--- src/rtl/mem_arbiter.sv ---
// -----------------------------------------------------------------------------
// mem_arbiter
//
// Shares the single CPU-side port of the memory crossbar between two
// requesters: port 0 (CPU load/store unit) and port 1 (DMA/debug loader).
// One word access is granted per cycle under a hold-limited round-robin
// policy, and the 1-cycle-latency read data is routed back to the requester
// that issued the read.
//
// Handshake: i_pN_req is a "valid" that the requester holds, together with its
// payload, until it sees o_pN_gnt in the same cycle. o_pN_gnt acts as the
// "ready" for that cycle. The access is transferred on a cycle where both are
// high. Nothing is buffered here. o_pN_rvalid is a single-cycle strobe with no
// back-pressure.
//
// Parameters
//   MAX_HOLD      max consecutive grants to one port while the other requests
//
// Ports
//   clk, rst                         clock, synchronous active-high reset
//   i_pN_req/addr/data/wren/mask     requester N access (N = 0, 1)
//   o_pN_gnt                         requester N access accepted this cycle
//   o_pN_rvalid / o_pN_rdata         read result strobe / data for requester N
//   o_addr/o_data/o_wren/o_mask      access driven to the crossbar
//   i_rdata                          crossbar read data, one cycle after a read
//   o_dbg_last/run/rd_pend/rd_port   internal arbitration and read-tracking state
// -----------------------------------------------------------------------------
module mem_arbiter #(
  parameter int MAX_HOLD = 4,
  localparam int RUN_W = $clog2(MAX_HOLD + 1)
) (
  input  logic             clk,
  input  logic             rst,

  input  logic             i_p0_req,
  input  logic [29:0]      i_p0_addr,
  input  logic [31:0]      i_p0_data,
  input  logic             i_p0_wren,
  input  logic [3:0]       i_p0_mask,
  output logic             o_p0_gnt,
  output logic             o_p0_rvalid,
  output logic [31:0]      o_p0_rdata,

  input  logic             i_p1_req,
  input  logic [29:0]      i_p1_addr,
  input  logic [31:0]      i_p1_data,
  input  logic             i_p1_wren,
  input  logic [3:0]       i_p1_mask,
  output logic             o_p1_gnt,
  output logic             o_p1_rvalid,
  output logic [31:0]      o_p1_rdata,

  output logic [29:0]      o_addr,
  output logic [31:0]      o_data,
  output logic             o_wren,
  output logic [3:0]       o_mask,
  input  logic [31:0]      i_rdata,

  output logic             o_dbg_last,
  output logic [RUN_W-1:0] o_dbg_run,
  output logic             o_dbg_rd_pend,
  output logic             o_dbg_rd_port
);

  localparam logic [RUN_W-1:0] MAX_RUN = RUN_W'(MAX_HOLD);
  localparam logic [RUN_W-1:0] ONE_RUN = RUN_W'(1);

  // Arbitration state: port of most recent grant and its consecutive-grant
  // count (saturating at MAX_RUN).
  logic             last_q, last_d;
  logic [RUN_W-1:0] run_q, run_d;

  // Read tracking: a read issued this cycle returns data next cycle.
  logic             rd_pend_q, rd_pend_d;
  logic             rd_port_q, rd_port_d;

  logic gnt0, gnt1, any_gnt;

  // ---------------------------------------------------------------------------
  // Grant decision (combinational, same cycle as the request).
  // Under contention the current owner keeps the port until it has used
  // MAX_HOLD consecutive grants, then the other port gets it.
  // ---------------------------------------------------------------------------
  always_comb begin
    gnt0 = 1'b0;
    gnt1 = 1'b0;
    if (!rst) begin
      if (i_p0_req && i_p1_req) begin
        if (run_q < MAX_RUN) begin
          gnt1 = last_q;
        end else begin
          gnt1 = ~last_q;
        end
        gnt0 = ~gnt1;
      end else begin
        gnt0 = i_p0_req;
        gnt1 = i_p1_req;
      end
    end
  end

  assign any_gnt  = gnt0 | gnt1;
  assign o_p0_gnt = gnt0;
  assign o_p1_gnt = gnt1;

  // ---------------------------------------------------------------------------
  // Payload mux. Idle cycles drive all zeros so memory is never written by
  // stale payload.
  // ---------------------------------------------------------------------------
  always_comb begin
    o_addr = '0;
    o_data = '0;
    o_wren = 1'b0;
    o_mask = '0;
    if (gnt0) begin
      o_addr = i_p0_addr;
      o_data = i_p0_data;
      o_wren = i_p0_wren;
      o_mask = i_p0_mask;
    end else if (gnt1) begin
      o_addr = i_p1_addr;
      o_data = i_p1_data;
      o_wren = i_p1_wren;
      o_mask = i_p1_mask;
    end
  end

  // ---------------------------------------------------------------------------
  // Next-state logic. Idle cycles keep last/run so the previous owner's run
  // resumes at the next contention. rd_pend is only set by a granted read.
  // ---------------------------------------------------------------------------
  always_comb begin
    last_d    = last_q;
    run_d     = run_q;
    rd_pend_d = 1'b0;
    rd_port_d = rd_port_q;
    if (any_gnt) begin
      if (gnt1 == last_q) begin
        run_d = (run_q == MAX_RUN) ? run_q : run_q + ONE_RUN;
      end else begin
        last_d = gnt1;
        run_d  = ONE_RUN;
      end
      rd_pend_d = ~o_wren;
      rd_port_d = gnt1;
    end
  end

  always_ff @(posedge clk) begin
    if (rst) begin
      last_q    <= 1'b0;
      run_q     <= '0;
      rd_pend_q <= 1'b0;
      rd_port_q <= 1'b0;
    end else begin
      last_q    <= last_d;
      run_q     <= run_d;
      rd_pend_q <= rd_pend_d;
      rd_port_q <= rd_port_d;
    end
  end

  // ---------------------------------------------------------------------------
  // Read return. Data is broadcast, only the valid strobe is steered. The
  // strobe is masked while rst is high so a read issued just before reset
  // never reports a result.
  // ---------------------------------------------------------------------------
  assign o_p0_rvalid = rd_pend_q & ~rd_port_q & ~rst;
  assign o_p1_rvalid = rd_pend_q &  rd_port_q & ~rst;
  assign o_p0_rdata  = i_rdata;
  assign o_p1_rdata  = i_rdata;

  assign o_dbg_last    = last_q;
  assign o_dbg_run     = run_q;
  assign o_dbg_rd_pend = rd_pend_q;
  assign o_dbg_rd_port = rd_port_q;

endmodule
--- config.mk ---
export PLATFORM = sky130hd
export DESIGN_NAME = mem_arbiter
export DESIGN_NICKNAME = d
export VERILOG_FILES = /design/src/rtl/mem_arbiter.sv
export SDC_FILE = /design/constraint.sdc
export NUM_CORES = 1
export LEC_CHECK = 0
export CAP_MARGIN = 20
export CORE_AREA = 2 2 120 122
export CTS_CLUSTER_SIZE = 14
export DETAILED_ROUTE_END_ITERATION = 10
export DIE_AREA = 0 0 122 124
export GPL_TIMING_DRIVEN = 0
export PLACE_DENSITY = 0.59
export SYNTH_ARGS = -nofsm -noshare
export SYNTH_HDL_FRONTEND = slang
export SYNTH_SLANG_ARGS = --single-unit
--- constraint.sdc ---
create_clock -name clk -period 1.71 [get_ports clk]
set_input_delay 0.342 -clock clk [delete_from_list [all_inputs] [get_ports clk]]
set_output_delay 0.342 -clock clk [all_outputs]
set_load 0.05 [all_outputs]
==> impl_metrics.csv <==
group,metric,value,unit
synth,synthTopCellsByArea,"a22o_1 39%, buf_4 32%, dfxtp_1 7.9%",
timing,setup_tns,-19.12,ns
die,rows,43,
synth,yosys.cell_types.count,30,
clocking,cts_root_buffer,"clkbuf_16",
setup_path,rrSetupSlack,0.16,ns
route,drc_errors,0,
timing,fin_crit,2.02,ns
synth,netlist_area,1510,um2
synth,synth_fp_nets,364,
die,coreArea,13700,um2
setup_path,r2r-start,"o_dbg_last$_SDFFE_PP0P_",
place,globalplace.congestion,0.693,
setup_path,path_max_fanout,10,
timing,rsz0062_at_grt,"yes",
final_layout,layout_commonest_cell,"clkdlybuf4s50_1",
route,ant_nets,0,
synth,ys_seq_area_share,7.93,%
synth,yosys.area.top_type,"a22o_1",
setup_path,path_class,"reg -> out",
setup_path,worst-path-buf-inv,4,
die,io-pin-count,311,
timing,fin_ws,-0.313,ns
min_path,hp-class,"reg -> reg",
die,die_w,122,um
route,finalWirelength,10400,um
global_route,grt_pass1_vias,2591,
setup_path,startpoint_type,"register",
place,placed_area,5150,um2
clocking,cts.path.max_buffers,2,
place,port-buffer-count,276,
die,dieArea,15100,um2
route,dr.first_iter.drc_count,54,
power_and_ir_drop,total_power,2.68,mW
route,num_vias,2593,
die,start_util,11.0,%
setup_path,path_cells,"xnor2_4, a21oi_4, buf_12, buf_12, buf_12, a22o_4, buf_8",
setup_path,crit_path_frequent_cell,"buf_12",
synth,synth_area_per_cell,7.89,um2
setup_path,r2r-end,"o_dbg_run[2]$_SDFFE_PP0P_",
power_and_ir_drop,ir_worst_vdd,0.000238,V
clocking,htreeDepth,1,
route,routedWlPerCell,15.8,um
synth,yosysWarningCount,0,
setup_path,cp_top_family,"buffers and inverters",
power_and_ir_drop,power_per_cell_area,498,nW/um2
power_and_ir_drop,p_leak,2.46,nW
timing,drv_slew,0,
synth,ys_ff_latch,6,
timing,finClkSkew,0.000411,ns
setup_path,ff2ff_path_depth,6,
final_layout,layout_common_cells,"198 x clkdlybuf4s50_1, 106 x buf_4, 58 x a22o_4",
timing,fmax,0.494,GHz
setup_path,slowest_delay,0.37,ns
global_route,antenna_found_initial,0,
clocking,path_clk_slew,0.03,ns
min_path,min_from,"o_dbg_run[0]$_SDFFE_PP0P_",
setup_path,cpMaxStageDelayCell,"dfxtp_4",
global_route,grt_remaining_overflow,0,
setup_path,end_kind,"primary output",
min_path,whs_endpoint,"o_dbg_run[0]$_SDFFE_PP0P_",
final_layout,final_area,5370,um2
timing,slew_headroom,65.8,%
clocking,insertion_delay,0.23,ns
global_route,grt_max_degree,11,
run_status,violations,"negative setup slack",
final_layout,drive_above_1_share,50.4,%
timing,setup_viol,69,
place,place_ws,-1.47,ns
final_layout,antenna_cells,0,
clocking,clock-sinks,6,
final_layout,area_delta_synth_final,255,%
global_route,grt_pass1_wl,13800,um
synth,syn_inst,192,
clocking,cts_tree,"yes",
timing,worst_hold_slack,0.464,ns
die,die_h,124,um
place,hpwl,8880,um
run,drv_cap,0,
timing,worst_pin_slew,0.512,ns
clocking,cts_buffers,3,
setup_path,critical_path_arrival,1.68,ns
timing,fin_crit_sh,118,%
route,first_pass_iters,4,
setup_path,required,1.37,ns
synth,synth.top_cell.area_share,38.8,%
global_route,grt_util_all_layers,11.6,%
route,post_drt_via_cell_ratio,3.94,
final_layout,layout.nets,652,
timing,hold_viol_final,0,
run_status,status,"finished, violations left",
min_path,hold_depth,1,
-- flip-flops by register name (all words and copies together), names as in the netlist --
signal and flops:
o_dbg_rd_pend 1, o_dbg_last 1, o_dbg_rd_port 1, o_dbg_run 3
-- synthesized netlist by cell type --
master / count
a22o_1: 67
buf_4: 65
buf_2: 8
clkbuf_1: 7
dfxtp_1: 6
nor2_1: 6
inv_1: 4
a21oi_1: 2
a21oi_2: 2
buf_1: 2
ha_1: 2
nand2b_1: 2
o21ai_0: 2
a211oi_1: 1
a22oi_1: 1
a2bb2oi_1: 1
a311oi_1: 1
a31oi_1: 1
and3b_1: 1
and4b_1: 1
mux2i_1: 1
nand3_1: 1
nand4_1: 1
nor3_1: 1
nor3b_1: 1
nor4b_1: 1
o21bai_1: 1
o31ai_1: 1
xnor2_1: 1
xor2_1: 1
-- routing by layer --
layer / part of all wire, % / up-vias / wire [um] / global-route usage (%)
met2: 56 / 164 / 5810 / 23.3
met4: 0.23 / 0 / 24 / 0.862
li1: - / 1236 / - / -
met3: 10 / 4 / 1080 / 3.21
met5: 0 / - / 0 / 0
met1: 33 / 1189 / 3450 / 12.4
-- area by class of cell --
type                       count  area [um2]
fill                        1357        8350
timing repair buffer         284        2820
multi-input combinational    100        1420
buffer                        81         694
tap                          180         225
sequential                     6         129
clock buffer                   3        75.1
inverter                       4        15.0
-- kinds of logic (layout without fill, tap and decap cells) --
group	after synthesis	count (layout)	share of synthesized area, %
buffers and inverters	86	372	38.1
multiplexers	1	1	0.661
XOR/XNOR	2	2	1.16
adder cells (fa/ha/maj)	2	2	1.65
AND/OR/NAND/NOR	15	15	5.70
AO/OA/AOI/OAI	80	80	44.8
flip-flops	6	6	7.93
-- through the flow --
stage / util, % / cells
after floorplan: - / 192
after global placement: 37.5 / 648
after detailed placement: 37.5 / 648
after CTS: 38.3 / 653
after global routing: 39.2 / 658
final: 39.2 / 658
-- worst max path at each step --
stage               slack [ns]  cells after the start               startpoint          to
detailed placement       -1.47                      7                      rst  o_data[22]
global placement         -1.46                      7                      rst  o_data[24]
finish                   -0.31                      7  o_dbg_last$_SDFFE_PP0P_  o_data[22]
floorplan                -0.11                      5  o_dbg_last$_SDFFE_PP0P_  o_addr[26]
global route             -0.37                      7                      rst  o_addr[28]
CTS                      -0.42                      8  o_dbg_last$_SDFFE_PP0P_  o_data[29]
-- worst reg2reg max path: stages, from the launching register on --
cell and delay, ns:
dfxtp_4 0.37, buf_4 0.15, buf_4 0.14, mux2i_1 0.14
a311oi_4 0.36, a2bb2oi_1 0.20, a21oi_1 0.08
-- power breakdown --
group / leakage (nW) / switching [mW] / internal (mW)
sequential: 0.0513 / 0.0153 / 0.152
clock: 0.0370 / 0.0766 / 0.300
combinational: 2.37 / 1.15 / 0.984
total: 2.46 / 1.24 / 1.44
-- repair_timing --
item,4_1_cts,5_1_grt
endpoints found under the setup margin,81,74
setup buffers,2,7
hold buffers,0,0
cloned,0,0
pin swaps,0,4
resized for setup,473,15
(Power assumes the default switching activity.)
